File: src/rtl/vga_pkg.sv
// Shared VGA timing types, default 640x480@60 timing and window-decode helper.
package vga_pkg;

  localparam int unsigned COORD_W   = 11;
  localparam int unsigned CMP_W     = COORD_W + 1;
  localparam int unsigned MAX_TOTAL = 2048;

  typedef logic [COORD_W-1:0] vga_coord_t;

  localparam int unsigned DEF_H_ACTIVE   = 640;
  localparam int unsigned DEF_H_FP       = 16;
  localparam int unsigned DEF_H_SYNC     = 96;
  localparam int unsigned DEF_H_BP       = 48;
  localparam int unsigned DEF_V_ACTIVE   = 480;
  localparam int unsigned DEF_V_FP       = 10;
  localparam int unsigned DEF_V_SYNC     = 2;
  localparam int unsigned DEF_V_BP       = 33;
  localparam logic        DEF_HS_POL     = 1'b0;
  localparam logic        DEF_VS_POL     = 1'b0;
  localparam int unsigned DEF_SYNC_DELAY = 1;

  // True when lo <= c < lo+len; compared one bit wider so a window ending at 2048 works.
  function automatic logic in_window(vga_coord_t c, int unsigned lo, int unsigned len);
    logic [CMP_W-1:0] cw;
    cw = {1'b0, c};
    return (cw >= CMP_W'(lo)) && (cw < CMP_W'(lo + len));
  endfunction

endpackage

File: src/rtl/vga_axis_counter.sv
// One raster axis: wrapping position counter with active-region and sync-window decode.
module vga_axis_counter
  import vga_pkg::*;
#(
  parameter int unsigned ACTIVE = DEF_H_ACTIVE,
  parameter int unsigned FP     = DEF_H_FP,
  parameter int unsigned SYNC   = DEF_H_SYNC,
  parameter int unsigned BP     = DEF_H_BP
) (
  input  logic       clk,
  input  logic       rst,
  input  logic       step,
  output vga_coord_t count,
  output logic       wrap,
  output logic       active,
  output logic       sync_raw
);

  localparam int unsigned TOTAL = ACTIVE + FP + SYNC + BP;
  localparam vga_coord_t  LAST  = COORD_W'(TOTAL - 1);

  if (TOTAL > MAX_TOTAL) begin : g_total_chk
    $error("vga_axis_counter: total %0d exceeds %0d", TOTAL, MAX_TOTAL);
  end
  if (ACTIVE < 1 || SYNC < 1) begin : g_min_chk
    $error("vga_axis_counter: ACTIVE and SYNC must be at least 1");
  end

  assign wrap     = step && (count == LAST);
  assign active   = in_window(count, 0, ACTIVE);
  assign sync_raw = in_window(count, ACTIVE + FP, SYNC);

  always_ff @(posedge clk or posedge rst) begin
    if (rst) begin
      count <= '0;
    end else if (step) begin
      count <= wrap ? '0 : count + COORD_W'(1);
    end
  end

endmodule

File: src/rtl/vga_timing_gen.sv
// VGA raster timing: axis counters, registered row/column/en/strobes and a delayed sync pipeline.
module vga_timing_gen
  import vga_pkg::*;
#(
  parameter int unsigned H_ACTIVE   = DEF_H_ACTIVE,
  parameter int unsigned H_FP       = DEF_H_FP,
  parameter int unsigned H_SYNC     = DEF_H_SYNC,
  parameter int unsigned H_BP       = DEF_H_BP,
  parameter int unsigned V_ACTIVE   = DEF_V_ACTIVE,
  parameter int unsigned V_FP       = DEF_V_FP,
  parameter int unsigned V_SYNC     = DEF_V_SYNC,
  parameter int unsigned V_BP       = DEF_V_BP,
  parameter logic        HS_POL     = DEF_HS_POL,
  parameter logic        VS_POL     = DEF_VS_POL,
  parameter int unsigned SYNC_DELAY = DEF_SYNC_DELAY
) (
  input  logic       clk,
  input  logic       rst,
  input  logic       pix_en,
  output vga_coord_t column,
  output vga_coord_t row,
  output logic       en,
  output logic       hsync,
  output logic       vsync,
  output logic       line_start,
  output logic       frame_start
);

  localparam int unsigned SD_W = SYNC_DELAY + 1;

  if (SYNC_DELAY > 4) begin : g_delay_chk
    $error("vga_timing_gen: SYNC_DELAY %0d out of range 0..4", SYNC_DELAY);
  end

  vga_coord_t h_cnt, v_cnt;
  logic       h_wrap, h_active, h_sync_raw;
  logic       v_wrap_unused, v_active, v_sync_raw;

  vga_axis_counter #(
    .ACTIVE(H_ACTIVE), .FP(H_FP), .SYNC(H_SYNC), .BP(H_BP)
  ) u_h_axis (
    .clk      (clk),
    .rst      (rst),
    .step     (pix_en),
    .count    (h_cnt),
    .wrap     (h_wrap),
    .active   (h_active),
    .sync_raw (h_sync_raw)
  );

  // Lines advance only on the tick that wraps the horizontal counter.
  vga_axis_counter #(
    .ACTIVE(V_ACTIVE), .FP(V_FP), .SYNC(V_SYNC), .BP(V_BP)
  ) u_v_axis (
    .clk      (clk),
    .rst      (rst),
    .step     (pix_en & h_wrap),
    .count    (v_cnt),
    .wrap     (v_wrap_unused),
    .active   (v_active),
    .sync_raw (v_sync_raw)
  );

  logic [SYNC_DELAY:0] hs_q, vs_q;
  logic                hs_next, vs_next;

  assign hs_next = h_sync_raw ? HS_POL : ~HS_POL;
  assign vs_next = v_sync_raw ? VS_POL : ~VS_POL;
  assign hsync   = hs_q[SYNC_DELAY];
  assign vsync   = vs_q[SYNC_DELAY];

  // Stage 0 aligns with column/row; higher stages add pixel-tick delay for the RGB register.
  always_ff @(posedge clk or posedge rst) begin
    if (rst) begin
      column      <= '0;
      row         <= '0;
      en          <= 1'b0;
      line_start  <= 1'b0;
      frame_start <= 1'b0;
      hs_q        <= {SD_W{~HS_POL}};
      vs_q        <= {SD_W{~VS_POL}};
    end else begin
      line_start  <= 1'b0;
      frame_start <= 1'b0;
      if (pix_en) begin
        column      <= h_cnt;
        row         <= v_cnt;
        en          <= h_active && v_active;
        line_start  <= (h_cnt == '0);
        frame_start <= (h_cnt == '0) && (v_cnt == '0);
        hs_q        <= SD_W'({hs_q, hs_next});
        vs_q        <= SD_W'({vs_q, vs_next});
      end
    end
  end

endmodule

File: config.mk
export PLATFORM = sky130hd
export DESIGN_NAME = vga_timing_gen
export DESIGN_NICKNAME = d
export VERILOG_FILES = /design/src/rtl/vga_pkg.sv /design/src/rtl/vga_axis_counter.sv /design/src/rtl/vga_timing_gen.sv
export SDC_FILE = /design/constraint.sdc
export NUM_CORES = 1
export LEC_CHECK = 0
export ABC_CLOCK_PERIOD_IN_PS = 2700
export CAP_MARGIN = 30
export CELL_PAD_IN_SITES_DETAIL_PLACEMENT = 0
export CELL_PAD_IN_SITES_GLOBAL_PLACEMENT = 1
export CORE_UTILIZATION = 43
export DETAILED_ROUTE_END_ITERATION = 12
export PLACE_DENSITY_LB_ADDON = 0.1
export SLEW_MARGIN = 0
export SYNTH_ARGS = -nofsm -noshare
export SYNTH_HDL_FRONTEND = slang
export SYNTH_SLANG_ARGS = --single-unit
File: constraint.sdc
create_clock -name clk -period 2.7 [get_ports clk]
set_input_delay 0.54 -clock clk [delete_from_list [all_inputs] [get_ports clk]]
set_output_delay 0.54 -clock clk [all_outputs]
set_load 0.005 [all_outputs]
==> run_results.csv, run 1 <==
group,metric,value,unit
worst_setup_path,worstPathMaxFanout,10,
grt,grt-ovfl-total,0,
synthesis,synth_xor_area_frac,0.0504,
grt,grt_pass1_wl,6890,µm
sta,min_period,2.23,ns
synthesis,synth-seq-area-share,0.567,
worst_setup_path,critPathArrivalTime,2.48,ns
sta,finalHoldViolations,0,
sta,slew_violations,0,
synthesis,ys_types,33,
floorplanning,die_h,74.5,µm
floorplanning,num_io_pins,30,
placement,dp_hpwl,3000,µm
synthesis,synth_fp_nets,202,
worst_setup_path,end_kind,"register",
cells_and_area,final_cell_mix,"47 x dfrtp_1, 29 x clkdlybuf4s50_1, 24 x mux2_2",
synthesis,yosys.area_share.simple,0.165,
synthesis,syn_area,2260,µm²
worst_setup_path,rrSetupSlack,0.47,ns
grt,grt_max_degree,38,
grt,grt_pass1_vias,1436,
sta,tns,0,ns
worst_setup_path,endpoint,"u_v_axis.count[4]",
outcome,status,"completed",
worst_setup_path,r2r-end,"u_v_axis.count[4]",
clock_tree,postCtsHoldBufs,0,
clock_tree,cts_resized,0,
synthesis,ys_ff_latch,51,
routing,wl,4230,µm
cells_and_area,area.growth.synth_to_final,20.8,%
worst_setup_path,r2r-start,"u_h_axis.count[5]",
pwr,swShare,0.271,
worst_setup_path,startpoint,"u_h_axis.count[5]",
clock_tree,clk_latency,0.30,ns
cells_and_area,multi_input_area,900,µm²
cells_and_area,n_antenna_cell,0,
clock_tree,numCtsBuffers,5,
grt,grt_usage,0.166,
routing,post_drt_via_cell_ratio,5.25,
worst_setup_path,r2r_cells,4,
placement,place_congestion,0.785,
sta,fin_skew,0.0162,ns
routing,drtPass1Iterations,4,
synthesis,synth_area_per_cell,11.6,µm²
routing,post-route-drc-count,0,
pwr,p_seq_frac,0.567,
floorplanning,die_w,74.5,µm
floorplanning,die_area,5550,µm²
pwr,p_comb_frac,0.176,
clock_tree,cts.sink_count,51,
sta,slew_headroom,0.631,
pwr,switching_power,0.443,mW
job,maxCapViolCount,0,
synthesis,synth_top_family_by_area,"simple AND/OR/NAND/NOR gates",
pwr,intPower,1.19,mW
cells_and_area,nNetsFinal,233,
synthesis,synth_cells,195,
synthesis,synth_fa_ha_area_frac,0.0221,
worst_setup_path,crit_type,"register to register",
cells_and_area,final_common_cell,"dfrtp_1",
pwr,clockPowerShare,0.257,
sta,fin_crit_sh,0.826,
grt,antenna_found_initial,0,
pwr,p_per_area,598,nW/µm²
cells_and_area,ff_latch_area,1280,µm²
synthesis,synth_compound_area_frac,0.0315,
floorplanning,core_area,5070,µm²
cells_and_area,final_layout_size_suffix_gt1_frac,0.189,
pwr,peakVddDrop,0.460,mV
floorplanning,core.rowCount,26,
sta,fmax,448,MHz
worst_setup_path,worstPathRequired,2.95,ns
routing,wire_per_inst,14.2,µm
sta,rsz0062_at_grt,"false",
clock_tree,htreeDepth,2,
placement,port_buffers,29,
floorplanning,initial_core_util,0.446,
worst_hold_path,hp-class,"register to register",
routing,via_count,1558,
worst_setup_path,startpoint_type,"register",
pwr,p_leak,1.23,nW
clock_tree,cts_tree,"built",
routing,drtIter0Drc,142,
routing,postRouteAntennaNets,0,
cells_and_area,fillCellCount,471,
sta,setup_viol,0,
cells_and_area,fin_util,0.538,
sta,tightest_slew,0.552,ns
clock_tree,post_cts_buffers,0,
synthesis,ys_warn_count,0,
clock_tree,cts.path.max_buffers,2,
clock_tree,root_buffer,"clkbuf_8",
synthesis,synthMuxAreaShare,0.128,
clock_tree,clkTransAtPathRegs,0.10,ns
==> Yosys cell counts (all sizes together) <==
library cell,instances,area [µm²]
a21oi,2,10.0
a31oi,2,12.5
and2,1,6.26
and3,3,18.8
and4b,1,10.0
buf,4,20.0
clkbuf,6,22.5
dfrtp,47,1180
dfstp,4,105
ha,4,50.1
inv,10,37.5
mux2,24,270
mux2i,2,20.0
nand2,10,37.5
nand3,15,75.1
nand3b,1,7.51
nand4,8,50.1
nor2,11,41.3
nor2b,1,6.26
nor3,3,15.0
nor3b,1,7.51
nor4,5,31.3
nor4b,1,8.76
nor4bb,1,10.0
o21ai,8,40.0
o31a,1,8.76
or3,4,25.0
or4b,2,23.8
xnor2,7,61.3
xor2,6,52.6
==> worst max-delay path, cell delays in order (launching register included) <==
cell     delay, ns
dfrtp_1       0.46
or4b_4        0.59
or3_1         0.51
or4b_1        0.54
nand2_1       0.08
==> per-stage QoR <==
step / power [mW] / instance area (µm²) / hold WS [ns] / setup slack, ns / instances
after floorplan: 1.10 / 2260 / 0.465 / 0.612 / 195
after global placement: 1.22 / 2650 / 0.482 / 0.371 / 289
after detailed placement: 1.23 / 2650 / 0.481 / 0.365 / 289
after CTS: 1.66 / 2730 / 0.495 / 0.485 / 297
after global routing: 1.72 / 2730 / 0.522 / 0.377 / 297
final: 1.63 / 2730 / 0.494 / 0.469 / 297
==> area by class of cell <==
cell class	instances	share of cell area
tap	70	0.0321
clock buffer	5	0.0252
clock inverter	3	0.00550
inverter	10	0.0137
sequential	51	0.469
timing repair buffer	34	0.125
multi-input combinational	124	0.330
==> how the worst min path moves through the flow <==
| stage | start | to | slack [ns] | cells after the start |
|---|---|---|---|---|
| floorplan | hs_q[0] | hs_q[0] | 0.46 | 2 |
| global placement | vs_q[0] | vs_q[0] | 0.48 | 2 |
| detailed placement | vs_q[0] | vs_q[0] | 0.48 | 2 |
| CTS | vs_q[0] | vs_q[0] | 0.49 | 2 |
| global route | vs_q[0] | vs_q[0] | 0.52 | 2 |
| finish | vs_q[0] | vs_q[0] | 0.49 | 2 |
==> metal layers <==
layer | track usage | part of all wire | vias up
li1 | - | - | 741
met1 | 0.223 | 0.44 | 785
met2 | 0.261 | 0.50 | 27
met3 | 0.0393 | 0.038 | 5
met4 | 0.0629 | 0.014 | 0
met5 | 0 | 0 | -
==> state kept, by name, indices dropped and copies added (netlist names) <==
register / cells
column: 11
row: 11
u_h_axis.count: 11
u_v_axis.count: 11
hs_q: 2
vs_q: 2
en: 1
frame_start: 1
line_start: 1
==> logic make-up after synthesis <==
logic type,count (synthesis)
fa+ha+maj,4
xor+xnor,13
mux,26
simple gates,68
flops,51
compound gates,13
buf+inv,20
==> power groups by stage <==
| stage | combinational [mW] | clock [mW] | sequential, mW |
|---|---|---|---|
| CTS | 0.292 | 0.438 | 0.927 |
| detailed placement | 0.289 | 0 | 0.941 |
| global placement | 0.287 | 0 | 0.935 |
| finish | 0.287 | 0.420 | 0.926 |
| global route | 0.317 | 0.465 | 0.938 |
| floorplan | 0.182 | 0 | 0.915 |
No activity file was read; power rests on OpenSTA's default activity.
==> run 2: changes to the inputs <==
--- a/config.mk
+++ b/config.mk
@@ -5,7 +5,7 @@
 export SDC_FILE = /design/constraint.sdc
 export NUM_CORES = 1
 export LEC_CHECK = 0
-export ABC_CLOCK_PERIOD_IN_PS = 2700
+export ABC_CLOCK_PERIOD_IN_PS = 2080
 export CAP_MARGIN = 30
 export CELL_PAD_IN_SITES_DETAIL_PLACEMENT = 0
 export CELL_PAD_IN_SITES_GLOBAL_PLACEMENT = 1
==> constraint.sdc (replaced) <==
create_clock -name clk -period 2.08 [get_ports clk]
set_input_delay 0.416 -clock clk [delete_from_list [all_inputs] [get_ports clk]]
set_output_delay 0.416 -clock clk [all_outputs]
set_load 0.005 [all_outputs]
==> run 2 against run 1 <==
  * Clock skew is 0.0092 ns lower
  * Non-clock buffer count increased by 7
  * Via count increased by 3.0%
  * Combinational power increased by 58%
  * Utilization rose by 1.6 points
  * Critical path type unchanged
  * Largest power group unchanged
  * Highest routed layer unchanged
==> run_results.csv, run 2 (synthesis results as in run 1) <==
group,metric,value,unit
clock_tree,cts.path.max_buffers,2,
pwr,p_leak,1.27,nW
worst_setup_path,cpPeakStageDelay,0.54,ns
sta,fin_crit_sh,0.967,
worst_setup_path,r2r-start,"u_h_axis.count[6]",
worst_setup_path,crit_buf_inv,0,
floorplanning,initial_core_util,0.446,
clock_tree,htreeDepth,2,
worst_setup_path,end_kind,"register",
clock_tree,clk_latency,0.30,ns
floorplanning,die_area,5550,µm²
cells_and_area,final_layout_size_suffix_gt1_frac,0.218,
floorplanning,core.rowCount,26,
worst_hold_path,hp-class,"primary input to async pin",
worst_setup_path,path_cells,"or4b_4 > or3_4 > or4b_1 > nand2_1",
worst_setup_path,worstPathMaxFanout,7,
outcome,status,"completed",
sta,min_period,2.01,ns
routing,wire_per_inst,14.4,µm
floorplanning,core_area,5070,µm²
cells_and_area,n_antenna_cell,0,
clock_tree,cts.sink_count,51,
floorplanning,num_io_pins,30,
routing,drtIter0Drc,124,
placement,place_congestion,0.801,
placement,dp_hpwl,3070,µm
cells_and_area,final_common_cell,"dfrtp_1",
placement,placedInstanceArea,2700,µm²
cells_and_area,final_cell_mix,"47 x dfrtp_1, 29 x clkdlybuf4s50_1, 24 x mux2_2",
worst_setup_path,startpoint_type,"register",
worst_setup_path,critPathArrivalTime,2.25,ns
cells_and_area,area.growth.synth_to_final,24.3,%
pwr,p_total,2.23,mW
sta,setup_viol,0,
cells_and_area,fin_util,0.554,
sta,setup_slack,0.0680,ns
clock_tree,cts_tree,"built",
sta,rsz0062_at_grt,"false",
sta,finalHoldViolations,0,
sta,tns,0,ns
worst_setup_path,startpoint,"u_h_axis.count[6]",
clock_tree,numCtsBuffers,5,
routing,post_drt_via_cell_ratio,5.28,
routing,postRouteAntennaNets,0,
placement,dp.cells,296,
grt,grt_usage,0.184,
pwr,clockPowerShare,0.273,
floorplanning,die_h,74.5,µm
sta,slew_headroom,0.706,
placement,port_buffers,29,
grt,grt_max_degree,38,
sta,tightest_slew,0.440,ns
worst_setup_path,rrSetupSlack,0.07,ns
cells_and_area,fin_area,2810,µm²
pwr,peakVddDrop,0.467,mV
grt,grt-ovfl-total,0,
grt,grt_pass1_vias,1528,
sta,fin_skew,0.00700,ns
cells_and_area,finalNonFillerCells,304,
routing,drtPass1Iterations,4,
worst_setup_path,crit_family,"simple AND/OR/NAND/NOR gates",
pwr,intPower,1.65,mW
routing,via_count,1605,
worst_setup_path,worstPathRequired,2.32,ns
worst_setup_path,crit_type,"register to register",
job,maxCapViolCount,0,
placement,dpl_worst_slack,-0.114,ns
cells_and_area,nNetsFinal,240,
pwr,p_per_area,794,nW/µm²
sta,slew_violations,0,
floorplanning,die_w,74.5,µm
pwr,p_seq_frac,0.525,
grt,antenna_found_initial,0,
worst_setup_path,r2r-end,"u_v_axis.count[4]",
clock_tree,postCtsHoldBufs,0,
pwr,swShare,0.259,
pwr,p_comb_frac,0.203,
sta,fmax,497,MHz
cells_and_area,fillCellCount,439,
worst_setup_path,crit_slowest_cell,"or4b_4",
pwr,switching_power,0.578,mW
grt,grt_pass1_wl,7600,µm
worst_setup_path,r2r_cells,4,
sta,fin_hold_ws,0.429,ns
clock_tree,root_buffer,"clkbuf_8",
clock_tree,clkTransAtPathRegs,0.09,ns
routing,post-route-drc-count,0,
routing,wl,4380,µm
[run 2: final cells by class]
type	count	area [µm²]	area share
clock buffer	8	100	0.0356
inverter	10	37.5	0.0134
multi-input combinational	124	911	0.324
sequential	51	1280	0.456
tap	70	87.6	0.0312
timing repair buffer	41	393	0.140
[run 2: worst max-delay path by stage]
| stage | to | slack, ns | cells after the start |
|---|---|---|---|
| detailed placement | u_v_axis.count[4] | -0.11 | 5 |
| global route | u_v_axis.count[4] | 0.001 | 4 |
| finish | u_v_axis.count[4] | 0.07 | 4 |
| CTS | u_v_axis.count[4] | 0.07 | 4 |
| floorplan | u_v_axis.count[4] | 0.003 | 5 |
| global placement | u_v_axis.count[4] | -0.09 | 5 |
[run 2: worst register-to-register path, stage by stage (launching register included)]
cell and delay [ns]:
dfrtp_1 0.39, or4b_4 0.54, or3_4 0.43, or4b_1 0.52, nand2_1 0.08
[run 2: power groups by stage]
| stage | logic (mW) | clock network (mW) | registers [mW] |
|---|---|---|---|
| after floorplan | 0.236 | 0 | 1.19 |
| after global placement | 0.447 | 0 | 1.18 |
| after detailed placement | 0.453 | 0 | 1.19 |
| after CTS | 0.458 | 0.635 | 1.17 |
| after global routing | 0.499 | 0.674 | 1.18 |
| final | 0.453 | 0.608 | 1.17 |
[run 2: timing repair]
action | in CTS | in global routing
setup endpoints to repair | 1 | 1
gates resized for setup | 1 | 1
buffers inserted | 0 | 0
[run 2: routing by layer]
layer | up-vias | part of all wire | GRT usage
li1 | 764 | - | -
met1 | 801 | 0.46 | 0.244
met2 | 34 | 0.50 | 0.293
met3 | 6 | 0.033 | 0.0393
met4 | 0 | 0.011 | 0.0734
met5 | - | 0 | 0
